==> config.mk <==
export PLATFORM = sky130hd
export DESIGN_NAME = parallel_to_serial
export DESIGN_NICKNAME = d
export VERILOG_FILES = /design/src/rtl/parallel_to_serial.sv
export SDC_FILE = /design/constraint.sdc
export NUM_CORES = 1
export LEC_CHECK = 0
export BUFFER_PORTS_ARGS = -buffer_cell sky130_fd_sc_hd__buf_2
export CORE_ASPECT_RATIO = 1.25
export CORE_MARGIN = 2
export CORE_UTILIZATION = 50
export DETAILED_ROUTE_END_ITERATION = 8
export PLACE_DENSITY = 0.74
export SYNTH_ARGS = -nofsm -noshare
export SYNTH_HDL_FRONTEND = slang
export SYNTH_SLANG_ARGS = --single-unit
==> constraint.sdc <==
create_clock -name clk -period 1.8 [get_ports clk]
set_input_delay 0.27 -clock clk [delete_from_list [all_inputs] [get_ports clk]]
set_output_delay 0.27 -clock clk [all_outputs]
set_load 0.005 [all_outputs]
==> src/rtl/parallel_to_serial.sv <==
// MRAM read sequencer: issues an active-low read cycle, captures the parallel word,
// then streams it out LSB first with a valid flag and a closing done pulse.
module parallel_to_serial #(
    parameter int unsigned ADDR_W    = 20,
    parameter int unsigned DATA_W    = 16,
    parameter int unsigned READ_WAIT = 2
) (
    input  logic              clk,
    input  logic              rst,
    input  logic              start,
    input  logic [ADDR_W-1:0] addr_in,
    input  logic [DATA_W-1:0] mram_data,
    output logic [ADDR_W-1:0] addr_out,
    output logic              chip_en,
    output logic              write_en,
    output logic              out_en,
    output logic              lower_byte_en,
    output logic              upper_byte_en,
    output logic              ser_out,
    output logic              ser_valid,
    output logic              busy,
    output logic              done
);

    localparam int unsigned BIT_CNT_W  = $clog2(DATA_W + 1);
    localparam int unsigned WAIT_CNT_W = $clog2(READ_WAIT + 1);

    typedef enum logic [2:0] {
        ST_IDLE  = 3'd0,
        ST_SETUP = 3'd1,
        ST_WAIT  = 3'd2,
        ST_SHIFT = 3'd3,
        ST_DONE  = 3'd4
    } state_t;

    state_t                state_q, state_d;
    logic [ADDR_W-1:0]     addr_q, addr_d;
    logic [DATA_W-1:0]     shift_q, shift_d;
    logic [BIT_CNT_W-1:0]  bit_cnt_q, bit_cnt_d;
    logic [WAIT_CNT_W-1:0] wait_cnt_q, wait_cnt_d;
    logic                  chip_en_q, chip_en_d;
    logic                  write_en_q, write_en_d;
    logic                  out_en_q, out_en_d;
    logic                  lower_byte_en_q, lower_byte_en_d;
    logic                  upper_byte_en_q, upper_byte_en_d;
    logic                  ser_out_q, ser_out_d;
    logic                  ser_valid_q, ser_valid_d;
    logic                  busy_q, busy_d;
    logic                  done_q, done_d;
    logic                  mram_access;

    // Next state and datapath; outputs are derived from the state being entered
    // so that each registered output lines up with its state.
    always_comb begin
        state_d    = state_q;
        addr_d     = addr_q;
        shift_d    = shift_q;
        bit_cnt_d  = bit_cnt_q;
        wait_cnt_d = wait_cnt_q;

        case (state_q)
            ST_IDLE: begin
                if (start) begin
                    state_d = ST_SETUP;
                    addr_d  = addr_in;
                end
            end
            ST_SETUP: begin
                state_d    = ST_WAIT;
                wait_cnt_d = '0;
            end
            ST_WAIT: begin
                if (wait_cnt_q == WAIT_CNT_W'(READ_WAIT - 1)) begin
                    state_d    = ST_SHIFT;
                    shift_d    = mram_data;
                    bit_cnt_d  = '0;
                    wait_cnt_d = '0;
                end else begin
                    wait_cnt_d = wait_cnt_q + WAIT_CNT_W'(1);
                end
            end
            ST_SHIFT: begin
                shift_d   = shift_q >> 1;
                bit_cnt_d = bit_cnt_q + BIT_CNT_W'(1);
                if (bit_cnt_q == BIT_CNT_W'(DATA_W - 1)) begin
                    state_d   = ST_DONE;
                    bit_cnt_d = '0;
                end
            end
            ST_DONE: begin
                state_d = ST_IDLE;
            end
            default: begin
                state_d = ST_IDLE;
            end
        endcase

        mram_access     = (state_d == ST_SETUP) || (state_d == ST_WAIT);
        chip_en_d       = ~mram_access;
        out_en_d        = ~mram_access;
        lower_byte_en_d = ~mram_access;
        upper_byte_en_d = ~mram_access;
        write_en_d      = 1'b1;
        ser_valid_d     = (state_d == ST_SHIFT);
        ser_out_d       = (state_d == ST_SHIFT) ? shift_d[0] : 1'b0;
        busy_d          = (state_d != ST_IDLE);
        done_d          = (state_d == ST_DONE);
    end

    always_ff @(posedge clk or negedge rst) begin
        if (!rst) begin
            state_q         <= ST_IDLE;
            addr_q          <= '0;
            shift_q         <= '0;
            bit_cnt_q       <= '0;
            wait_cnt_q      <= '0;
            chip_en_q       <= 1'b1;
            write_en_q      <= 1'b1;
            out_en_q        <= 1'b1;
            lower_byte_en_q <= 1'b1;
            upper_byte_en_q <= 1'b1;
            ser_out_q       <= 1'b0;
            ser_valid_q     <= 1'b0;
            busy_q          <= 1'b0;
            done_q          <= 1'b0;
        end else begin
            state_q         <= state_d;
            addr_q          <= addr_d;
            shift_q         <= shift_d;
            bit_cnt_q       <= bit_cnt_d;
            wait_cnt_q      <= wait_cnt_d;
            chip_en_q       <= chip_en_d;
            write_en_q      <= write_en_d;
            out_en_q        <= out_en_d;
            lower_byte_en_q <= lower_byte_en_d;
            upper_byte_en_q <= upper_byte_en_d;
            ser_out_q       <= ser_out_d;
            ser_valid_q     <= ser_valid_d;
            busy_q          <= busy_d;
            done_q          <= done_d;
        end
    end

    assign addr_out      = addr_q;
    assign chip_en       = chip_en_q;
    assign write_en      = write_en_q;
    assign out_en        = out_en_q;
    assign lower_byte_en = lower_byte_en_q;
    assign upper_byte_en = upper_byte_en_q;
    assign ser_out       = ser_out_q;
    assign ser_valid     = ser_valid_q;
    assign busy          = busy_q;
    assign done          = done_q;

endmodule

* Yosys cells after proc, flatten, opt, wreduce, memory -nomap -nowiden
Index checks and enable logic that the tools add are counted. Widths: inputs -> output; s select.
Storage, ports and cells: output and inout bits 29, input bits 39, word-level logic and storage cells 43, register bits 51
Cells by class: reduce and logical (&&, ||, !) cells 7, $add $sub $neg 2, bitwise logic cells 1, equality and inequality tests 10, multiplexer cells 12
Operators by type and width (count):
- $pmux 16 s2 | 1
- $mux 16 | 1
- $eq 3x2->1 const B | 4
- $pmux 3 s4 | 1
- $mux 5 | 2
- $pmux 5 s2 | 1
- $mux 3 | 3
- $eq 3x1->1 const B | 2
- $add 5x1->5 const B | 1
- $eq 5x4->1 const B | 1
- $pmux 2 s2 | 1
- $reduce_and 2->1 | 2
- $reduce_bool 2->1 | 2
- $eq 3x3->1 const B | 1
- $logic_not 3->1 | 1
- $reduce_bool 3->1 | 1
- $add 2x1->2 const B | 1
- $eq 2x1->1 const B | 1
- $mux 2 | 1
- $ne 2x2->1 const B | 1
- $logic_or 1x1->1 | 1
- $mux 1 | 1
- $not 1->1 | 1

* Longest topological paths before layout
depth in word-level cells 6, mapped depth 6, depth with buffers taken out 4

* Least setup slack after synthesis
Ideal clock, no wire load.
path kind register -> register, start register state_q[2], end register addr_q[0], in the netlist addr_out[0], slack 391 ps, required time 1675 ps, cell stages (with the launch flop) 6, buffers on the path 2, library setup time 125 ps, arrival 1285 ps, period minus slack after synthesis 1409 ps, cell sequence dfrtp_1 buf_4 inv_1 and3_1 buf_2 mux2_2
Between the ends: longest elaborated chain between the ends 2
RTL lines:
- start: declaration | line 36 | state_t state_q, state_d;
- start signal: assignment | line 127 | state_q <= state_d;
- $logic_not 3->1 | line 61 | case (state_q)
- $reduce_and 2->1 (no source line)
- end signal: assignment | line 128 | addr_q <= addr_d;
- end: declaration | line 37 | logic [ADDR_W-1:0] addr_q, addr_d;
No other way between the ends. A chain may end at the register's enable or synchronous reset.

* Final worst setup path
start register state_q[1], end register addr_q[19], in the netlist addr_out[19]
Same word-level chain as after synthesis.

==> summary.txt <==
Fin worst setup slack: 0.233 ns
Synth Area per Inst: 12.7 um2
Worst Setup SP: state_q[1]
WP buf/inv: 1
Psw: 1.33 mW
CP max stage cell: dfrtp_1
Residual DRC: 0
Hold path start: addr_in[10]
Crit-path max cell delay: 0.51 ns
VDD IR-drop max: 775 uV
Placed wire-length estimate: 3.11 mm
Leakage: 1.37 nW
Critical path class: reg2reg
Via count: 1581
Worst-path cell chain: nor2_1, and3_1, buf_4, mux2_2
CP arrival: 1.76 ns
CP required: 1.99 ns
Mapped Area: 2180 um2
Reg2Reg Setup Slack: 0.23 ns
Initial Utilization: 52.7%
CTS sink cnt: 51
Unique masters post-synth: 39
Clock power share: 20.0%
Final ANT Viol Nets: 0
H-tree depth: 2
GRT Util Overall: 18.6%
Die area: 4900 um2
Layout cells sized above 1: 43.3%
HP Class: in2reg
Sw frac: 32.5%
Worst-Skew Late Latency: 0.31 ns
Post-synthesis sequential area ratio: 58.7%
Final WL: 4.31 mm
Worst Hold Depth: 2
Max clock buf depth: 2
Post-synth net total: 211
Synth warnings: 0
Total CTS buffers: 5
Area Growth Syn to Fin: 23.0%
Sequential share of power: 44.6%
Setup Total Neg Slack: 0 ns
CTS tree: done
CP startpoint kind: flop
Io pins: 68
Worst-margin pin slew: 0.598 ns
Vias in the first global route: 1523
Internal power: 2.76 mW
PortBufs: 66
Net count, final: 277
Fin crit share: 87.0%
First DRT Iteration DRCs: 33
Post-Syn Instances: 171
Max-slew violation count: 0
Vias per std cell: 5.38
Synth Register Bits: 51
Worst Clk Skew: 0.00638 ns
Global-route wire length before repair: 7.05 mm
Depth of the most critical reg-to-reg path: 4
Delay-heaviest family, CP: flip-flops
Root Driver: clkbuf_8
Final instance area: 2680 um2
Largest net degree at the start of global routing: 28
Area after DPL: 2550 um2
F_max: 638 MHz
Critical path fanouts, max: 13
Fin crit period: 1.57 ns
# rows: 26
Die Y: 77.8 um
Final setup vio count: 0
Unrepaired setup endpoints after global routing: false
Total grt overflow: 0
Rel. slew slack: 60.1%
Number of setup buffers added after CTS: 0
MaxCap Viol Count: 0
Final hold violation count: 0
GPL Wtd Cong: 0.827
Worst R2R Start: state_q[1]
Clock transition at path regs: 0.09 ns
Power Density: 1530 nW/um2
Die W: 63 um
DRT Pass-1 Iters: 4
Comb power frac: 35.4%
Fill cells: 327
Initial antenna violation count: 0
Diode count: 0
Crit end category: flop
DR WL/cell: 14.6 um
Status: finished, final reports clean
Place WS: 0.181 ns
FF-to-FF End: addr_out[19]
Core footprint: 4130 um2
Hold Path End: addr_out[10]
==> sequential cells by signal, indices dropped and copies added (netlist names) <==
| signal | cells |
|---|---|
| shift_q | 16 |
| state_q | 3 |
| wait_cnt_q | 2 |
| done | 1 |
| ser_valid | 1 |
| bit_cnt_q | 5 |
| upper_byte_en | 1 |
| ser_out | 1 |
| addr_out | 20 |
| busy | 1 |
==> cells by family (layout without fill, tap and decap cells) <==
| kind of cell | count (synthesis) | in the layout | share of synthesized area [%] |
|---|---|---|---|
| other | 1 | 1 | 0.172 |
| buffers and inverters | 17 | 84 | 4.66 |
| AND/OR/NAND/NOR | 46 | 46 | 12.2 |
| flip-flops | 51 | 51 | 58.7 |
| AO/OA/AOI/OAI | 32 | 32 | 11.9 |
| adder cells (fa/ha/maj) | 1 | 1 | 0.575 |
| multiplexers | 23 | 23 | 11.7 |
==> repair_timing <==
item,CTS,global route
hold buffers,1,0
resized for setup,0,1
endpoints found under the hold margin,8,0
setup endpoints to repair,0,1
==> worst max-delay path by stage <==
| stage | end | cells past startpoint |
|---|---|---|
| 3_3_place_gp | bit_cnt_q[3] | 3 |
| 6_report | addr_out[19] | 4 |
| 2_1_floorplan | addr_out[0] | 5 |
| 4_1_cts | bit_cnt_q[3] | 3 |
| 5_1_grt | ser_out | 4 |
| 3_5_place_dp | bit_cnt_q[3] | 3 |
==> metrics by stage <==
step | cells | util (%) | total power [mW] | hold slack [ns]
after detailed placement | 285 | 61.7 | 3.30 | 0.156
after floorplan | 171 | - | 2.85 | -0.0256
after CTS | 294 | 64.7 | 4.11 | 0.174
after global routing | 294 | 64.8 | 4.37 | 0.177
final | 294 | 64.8 | 4.08 | 0.177
after global placement | 285 | 61.7 | 3.23 | 0.153
==> cell usage in the layout (no fill, tap or decap), drive strengths merged <==
master	instances
a21boi	1
a21o	1
a21oi	4
a221o	14
a31oi	2
a41oi	1
and2	1
and2b	1
and3	15
and3b	1
and4b	1
buf	73
bufinv	1
clkbuf	6
clkinv	1
conb	1
dfrtp	50
dfstp	1
dlygate4sd3	1
ha	1
inv	2
mux2	20
mux2i	3
nand2	7
nand2b	1
nand3	5
nand3b	2
nand4b	1
nor2	6
nor2b	1
nor3	2
nor3b	2
o21a	2
o21ai	3
o221ai	1
o22ai	2
o31ai	1
==> cell usage after synthesis <==
cell type  count  share of area, %
dfrtp_1       50                58
mux2_2        18               9.3
and3_1        15               4.3
a221o_1       14               6.4
nand2_1        7               1.2
buf_2          6               1.4
buf_4          6               2.1
nor2_1         6               1.0
nand3_1        5               1.1
a21oi_1        4              0.92
mux2i_1        3               1.4
a31oi_1        2              0.57
clkbuf_1       2              0.35
inv_1          2              0.35
mux2_1         2               1.0
nand3b_1       2              0.69
nor3_1         2              0.46
o21a_1         2              0.69
o21ai_0        2              0.46
o22ai_1        2              0.57
a21boi_0       1              0.35
a21o_1         1              0.35
a41oi_1        1              0.40
and2_1         1              0.29
and2b_1        1              0.35
and3b_1        1              0.40
and4b_1        1              0.46
buf_6          1              0.52
conb_1         1              0.17
dfstp_2        1               1.2
ha_1           1              0.57
nand2b_1       1              0.29
nand4b_1       1              0.40
nor2b_1        1              0.29
nor3b_1        1              0.35
nor3b_2        1              0.57
o21ai_2        1              0.40
o221ai_1       1              0.40
o31ai_1        1              0.35
==> layer usage <==
layer | track usage (%) | wire length (um) | vias to the layer above
met4 | 6.00 | 49 | 0
li1 | - | - | 752
met5 | 0 | 0 | -
met1 | 21.8 | 1770 | 779
met3 | 4.93 | 225 | 5
met2 | 33.0 | 2260 | 45
==> worst reg2reg max path, delay by kind of cell (launching register included) <==
kind | cells | cell delay [ns]
DFF | 1 | 0.51
muxes | 1 | 0.37
and+or+nand+nor | 2 | 0.36
buffers and inverters | 1 | 0.22
==> power groups by stage <==
stage	clock (mW)	combinational (mW)	sequential [mW]
after floorplan	0	1.05	1.81
after global placement	0	1.41	1.83
after detailed placement	0	1.47	1.83
after CTS	0.833	1.46	1.82
after global routing	0.876	1.61	1.88
final	0.818	1.44	1.82
==> cell type report <==
cell class | instances | area [um2] | area share, %
flip-flops and latches | 51 | 1280 | 47.7
multi-input cells | 103 | 798 | 29.8
repair buffers | 74 | 405 | 15.1
clock buffers | 6 | 82.6 | 3.09
well taps | 56 | 70.1 | 2.62
clock inverters | 2 | 35.0 | 1.31
inverters | 2 | 7.51 | 0.281
Power figures use the tool's default switching activity.
